File: config.mk
export PLATFORM = sky130hd
export DESIGN_NAME = yuv422_frame_capture
export DESIGN_NICKNAME = d
export VERILOG_FILES = /design/src/rtl/yuv422_frame_capture.sv
export SDC_FILE = /design/constraint.sdc
export NUM_CORES = 1
export LEC_CHECK = 0
export ABC_AREA = 1
export BUFFER_PORTS_ARGS = -buffer_cell sky130_fd_sc_hd__buf_2
export CAP_MARGIN = 30
export CORE_ASPECT_RATIO = 0.7
export CORE_UTILIZATION = 49
export CTS_CLUSTER_SIZE = 30
export DETAILED_ROUTE_END_ITERATION = 16
export GPL_TIMING_DRIVEN = 0
export PLACE_DENSITY = 0.72
export SLEW_MARGIN = 20
export SYNTH_ARGS = -nofsm -noshare
export SYNTH_HDL_FRONTEND = slang
export SYNTH_SLANG_ARGS = --single-unit
File: constraint.sdc
create_clock -name clk -period 1.5 [get_ports clk]
set_input_delay 0.075 -clock clk [delete_from_list [all_inputs] [get_ports clk]]
set_output_delay 0.075 -clock clk [all_outputs]
set_load 0.01 [all_outputs]
File: src/rtl/yuv422_frame_capture.sv
// yuv422_frame_capture: UYVY byte stream to per-pixel Y/Cb/Cr, command line stripped.
// Optional CAP_STATS_EN: frame counter and consecutive line-length check.
module yuv422_frame_capture #(
  parameter int DW        = 8,
  parameter int IMG_W     = 640,
  parameter int IMG_H     = 512,
  parameter int CMD_BYTES = 4,
  parameter int DATA_LAG  = 1
) (
  input  logic                   clk,
  input  logic                   reset,
  input  logic                   in_vsync,
  input  logic                   in_dvalid,
  input  logic [DW-1:0]          in_data,
  output logic [DW-1:0]          out_y,
  output logic [DW-1:0]          out_cb,
  output logic [DW-1:0]          out_cr,
  output logic                   out_valid,
  output logic                   out_sof,
  output logic                   out_eol,
  output logic [8*CMD_BYTES-1:0] cmd_word,
  output logic                   cmd_valid,
  output logic                   frame_err,
  output logic [15:0]            frame_cnt
);

  localparam int CW = 8*CMD_BYTES;
  localparam logic [15:0] LB = 16'(2*IMG_W);
  localparam logic [15:0] LH = 16'(IMG_H);
  localparam logic [15:0] NC = 16'(CMD_BYTES);

  typedef enum logic [1:0] {
    IDLE,
    CMD,
    ACTIVE,
    DONE
  } state_t;

  state_t        state_q;
  logic          vs_q, vs2_q, dv_q, dvl_q;
  logic          qvp_q, skip_q;
  logic [DW-1:0] data_q;
  logic [DW-1:0] cb_q, y0_q, cr_q, y1_q;
  logic [1:0]    ph_q;
  logic [15:0]   bcnt_q, line_q;
  logic [CW-1:0] csh_q, cw_q;
  logic          pendb_q, beol_q;
  logic [DW-1:0] oy_q, ocb_q, ocr_q;
  logic          ov_q, osof_q, oeol_q;
  logic          cv_q, err_q;

  logic          qv, fs, le;
  logic          take, lend, abort;
  logic [15:0]   bcnt_d;

  assign qv     = (DATA_LAG != 0) ? dvl_q : dv_q;
  assign fs     = vs2_q & ~vs_q;
  assign le     = qvp_q & ~qv;
  assign take   = qv & ~skip_q;
  assign lend   = le & ~skip_q;
  assign abort  = fs & ((state_q == CMD) || (state_q == ACTIVE));
  assign bcnt_d = (bcnt_q == 16'hFFFF) ? bcnt_q : bcnt_q + 16'd1;

`ifdef CAP_STATS_EN
  logic [15:0] fcnt_q, plen_q;
  logic        hasp_q;
  assign frame_cnt = fcnt_q;
`else
  assign frame_cnt = 16'd0;
`endif

  assign out_y     = oy_q;
  assign out_cb    = ocb_q;
  assign out_cr    = ocr_q;
  assign out_valid = ov_q;
  assign out_sof   = osof_q;
  assign out_eol   = oeol_q;
  assign cmd_word  = cw_q;
  assign cmd_valid = cv_q;
  assign frame_err = err_q;

  always_ff @(posedge clk) begin
    if (reset) begin
      state_q <= IDLE;
      vs_q    <= 1'b0;
      vs2_q   <= 1'b0;
      dv_q    <= 1'b0;
      dvl_q   <= 1'b0;
      qvp_q   <= 1'b0;
      skip_q  <= 1'b0;
      data_q  <= '0;
      cb_q    <= '0;
      y0_q    <= '0;
      cr_q    <= '0;
      y1_q    <= '0;
      ph_q    <= '0;
      bcnt_q  <= '0;
      line_q  <= '0;
      csh_q   <= '0;
      cw_q    <= '0;
      pendb_q <= 1'b0;
      beol_q  <= 1'b0;
      oy_q    <= '0;
      ocb_q   <= '0;
      ocr_q   <= '0;
      ov_q    <= 1'b0;
      osof_q  <= 1'b0;
      oeol_q  <= 1'b0;
      cv_q    <= 1'b0;
      err_q   <= 1'b0;
`ifdef CAP_STATS_EN
      fcnt_q  <= '0;
      plen_q  <= '0;
      hasp_q  <= 1'b0;
`endif
    end else begin
      vs_q    <= in_vsync;
      vs2_q   <= vs_q;
      dv_q    <= in_dvalid;
      dvl_q   <= dv_q;
      data_q  <= in_data;
      qvp_q   <= qv;
      cv_q    <= 1'b0;
      ov_q    <= 1'b0;
      osof_q  <= 1'b0;
      oeol_q  <= 1'b0;
      pendb_q <= 1'b0;
      if (skip_q && !qv) skip_q <= 1'b0;
      // pixel B reuses the pair's chroma still on the outputs
      if (pendb_q) begin
        ov_q   <= 1'b1;
        oy_q   <= y1_q;
        oeol_q <= beol_q;
      end
      if (fs) begin
        state_q <= CMD;
        line_q  <= '0;
        bcnt_q  <= '0;
        ph_q    <= '0;
        csh_q   <= '0;
        skip_q  <= qv;
        err_q   <= abort;
        ov_q    <= 1'b0;
        oeol_q  <= 1'b0;
`ifdef CAP_STATS_EN
        hasp_q  <= 1'b0;
`endif
      end else begin
        unique case (state_q)
          IDLE: ;
          CMD: begin
            if (lend) begin
              cw_q    <= csh_q;
              cv_q    <= 1'b1;
              state_q <= ACTIVE;
              bcnt_q  <= '0;
              ph_q    <= '0;
              if (bcnt_q < NC) err_q <= 1'b1;
            end else if (take) begin
              for (int i = 0; i < CMD_BYTES; i++) begin
                if (bcnt_q == 16'(i))
                  csh_q[CW-1-8*i -: 8] <= data_q[7:0];
              end
              bcnt_q <= bcnt_d;
            end
          end
          ACTIVE: begin
            if (lend) begin
              if (bcnt_q != LB) err_q <= 1'b1;
`ifdef CAP_STATS_EN
              if (hasp_q && (plen_q != bcnt_q)) err_q <= 1'b1;
              plen_q <= bcnt_q;
              hasp_q <= 1'b1;
`endif
              bcnt_q <= '0;
              ph_q   <= '0;
              line_q <= line_q + 16'd1;
              if (line_q + 16'd1 == LH) begin
                state_q <= DONE;
`ifdef CAP_STATS_EN
                fcnt_q  <= fcnt_q + 16'd1;
`endif
              end
            end else if (take) begin
              bcnt_q <= bcnt_d;
              if (bcnt_q < LB) begin
                ph_q <= ph_q + 2'd1;
                unique case (ph_q)
                  2'd0: cb_q <= data_q;
                  2'd1: y0_q <= data_q;
                  2'd2: cr_q <= data_q;
                  2'd3: begin
                    y1_q    <= data_q;
                    ov_q    <= 1'b1;
                    oy_q    <= y0_q;
                    ocb_q   <= cb_q;
                    ocr_q   <= cr_q;
                    osof_q  <= (line_q == 16'd0) && (bcnt_q == 16'd3);
                    beol_q  <= (bcnt_q == LB - 16'd1);
                    pendb_q <= 1'b1;
                  end
                endcase
              end
            end
          end
          DONE: begin
            if (take) err_q <= 1'b1;
          end
        endcase
      end
    end
  end

endmodule

==> flow_summary.toml <==
[power]
power_density_mw_per_mm2 = 949
total_power_mw = 9.82
vdd_ir_drop_max_mv = 0.609
p_leak_nw = 4.57

[global_route]
grt_pass1_wl_um = 33500
antenna_found_initial = 0
grt_overflow = 0
grt_pass1_vias = 6601
grt_max_degree = 22
track_usage_pct = 27.3

[worst_setup_path]
cp_slowest_cell = "dfxtp_4"
path_cells = "nor2_1, nand3_1, inv_1, nand2_2, nor2_2, nand2_2, inv_2, buf_6, o21ai_0, a21oi_1"
arrival_ns = 2.17
crit_family = "simple AND/OR/NAND/NOR gates"
critPathMaxFanout = 10
worstPathRequired_ns = 1.87
worstSetupStartpointType = "flop"
cp_num_buf_inv = 3
cp-end-kind = "flop"
crit_path_frequent_cell = "nand2_2"
worst-setup-path-type = "reg -> reg"
slowest_delay_ns = 0.37

[flow_run]
drv_cap = 0

[routing]
routed_wl_um = 23000
avgViaCountPerCell = 5.44
dr.pass1.iters = 5
drtIter0Drc = 598
antenna_left = 0
drc = 0
routedWlPerCell_um = 16.9
vias = 7377

[timing]
setup_tns_ns = -19.57
slew_violations = 0
max_freq_ghz = 0.554
rsz0062_at_grt = "yes"
fin_ws_ns = -0.304
whs_ns = 0.207
min_period_ns = 1.80
period_share_pct = 120
worstMarginPinSlew_ns = 0.684
max_slew_margin_pct = 54.4
setup_viol = 108
clock_skew_ns = 0.0184
hold_violations = 0

[placement]
hpwl_um = 13300
gp_congestion = 0.911
dpl-instance-area_sq_mm = 0.00813
port_buffers = 72
post-place-ws_ns = -0.499
placed_cells = 1248

[cells_and_area]
final_util_pct = 70.3
fin_area_sq_mm = 0.0104
layout.nets = 1174
syn2layout_area_growth_pct = 39.5
antennaDiodeCount = 0
finalNonFillerCells = 1357
mostFrequentLayoutCell = "dfxtp_1"
drive_above_1_share_pct = 33.6
final_cell_mix = "dfxtp_1, nor2_1, inv_1"

[synthesis]
syn_area_sq_mm = 0.00742
synthTopCellsByArea = "dfxtp_1, o21ai_0, nor2_1"
synth_seq_area_share_pct = 47.7
synth_top_cell_area_share_pct = 47.7
ys_ff_latch = 177
yosys.area.top_type = "dfxtp_1"
synthFlopType = "dfxtp_1"
ys_types = 41
yosysWarnings = 0
synth-async-reset-ratio_pct = 0
synth_edf_count = 0
syn_inst = 966
avgSynthCellArea_sq_um = 7.68

[cts]
h-tree-depth = 4
cts_tree = "done"
clock_path_buffers = 2
insertion_delay_ns = 0.44
clkTransAtPathRegs_ns = 0.09
cts-buffers-inserted = 17
root_buffer = "clkbuf_16"
cts.sinks = 177

[worst_hold_path]
min_path_type = "in -> reg"

[floorplanning]
io_pins = 89
start_util_pct = 50.4
rows = 37
core_sq_mm = 0.0147
die_w_um = 149
dieHeight_um = 105
die-area_sq_mm = 0.0157

[run_status]
status = "finished, violations left"
violations = "setup timing"
[path summary, 6_finish.rpt]
| check | start | end | slack, ns | depth (start not counted) |
|---|---|---|---|---|
| worst max register to register | bcnt_q[2] | csh_q[5] | -0.30 | 10 |
| worst max-delay path | bcnt_q[2] | csh_q[5] | -0.30 | 10 |
| worst min register to register | dv_q | dvl_q | 0.42 | 2 |
| worst min-delay path | reset | line_q[4] | 0.21 | 5 |
[flip-flops by register name, summed over array words and instances, names as in the netlist, 2 cells and up]
name and cells:
cmd_word 32, csh_q 32, bcnt_q 16, line_q 16
cb_q 8, cr_q 8, data_q 8, out_cb 8
out_cr 8, out_y 8, y0_q 8, y1_q 8
ph_q 2, state_q 2
[kinds of logic after synthesis]
logic type	Yosys count	synth area share [%]
xor gates and xnor gates	4	0.472
and+or+nand+nor	324	19.5
adders and majority gates	13	2.19
AOI/OAI and AO/OA	260	19.0
buffers and inverters	187	11.0
other	1	0.0505
DFF	177	47.7
[timing repair]
item	4_1_cts	5_1_grt
hold buffers	10	0
hold endpoints to repair	10	0
cloned	7	2
pin swaps	42	65
resized for setup	160	171
setup endpoints to repair	163	158
buffers inserted	31	31
[area by class of cell]
type                    instances  area, sq um
plain buffers                  57          493
clock inverters                15          201
fillers                      1086         4370
well taps                     195          244
repair buffers                149         1090
flip-flops and latches        177         3600
inverters                     129          518
multi-input cells             618         3780
clock buffers                  17          425
[synthesized netlist by cell type (2+ instances only)]
cell type / count
a211oi_1: 27
a21oi_1: 92
and3_1: 4
buf_2: 12
buf_4: 20
buf_6: 3
clkbuf_1: 21
dfxtp_1: 177
ha_1: 13
inv_1: 126
inv_2: 2
nand2_1: 103
nand2_2: 2
nand3_1: 29
nand3b_1: 2
nand4_1: 15
nor2_1: 133
nor2_2: 2
nor2_4: 5
nor3_1: 22
nor3_4: 2
o211ai_1: 5
o21ai_0: 128
xor2_1: 4
[worst register-to-register path, stage by stage (launching register included)]
cell,delay (ns)
dfxtp_4,0.37
nor2_1,0.18
nand3_1,0.13
inv_1,0.13
nand2_2,0.14
nor2_2,0.21
nand2_2,0.12
inv_2,0.11
buf_6,0.14
o21ai_0,0.08
a21oi_1,0.16
[per-layer routing]
metal,vias up,routed length (um),GRT usage [%]
li1,3519,-,-
met4,0,507,8.75
met3,52,1880,5.72
met2,319,10400,41.0
met1,3487,10200,38.8
met5,-,0,0
[report_power, final]
| group | total (mW) | switching, mW | leakage [nW] | internal [mW] |
|---|---|---|---|---|
| Combinational | 0.481 | 0.305 | 2.83 | 0.176 |
| Clock | 4.59 | 2.30 | 0.300 | 2.30 |
| Sequential | 4.75 | 0.0441 | 1.44 | 4.70 |
| Total | 9.82 | 2.65 | 4.57 | 7.18 |
(Power assumes the default switching activity.)
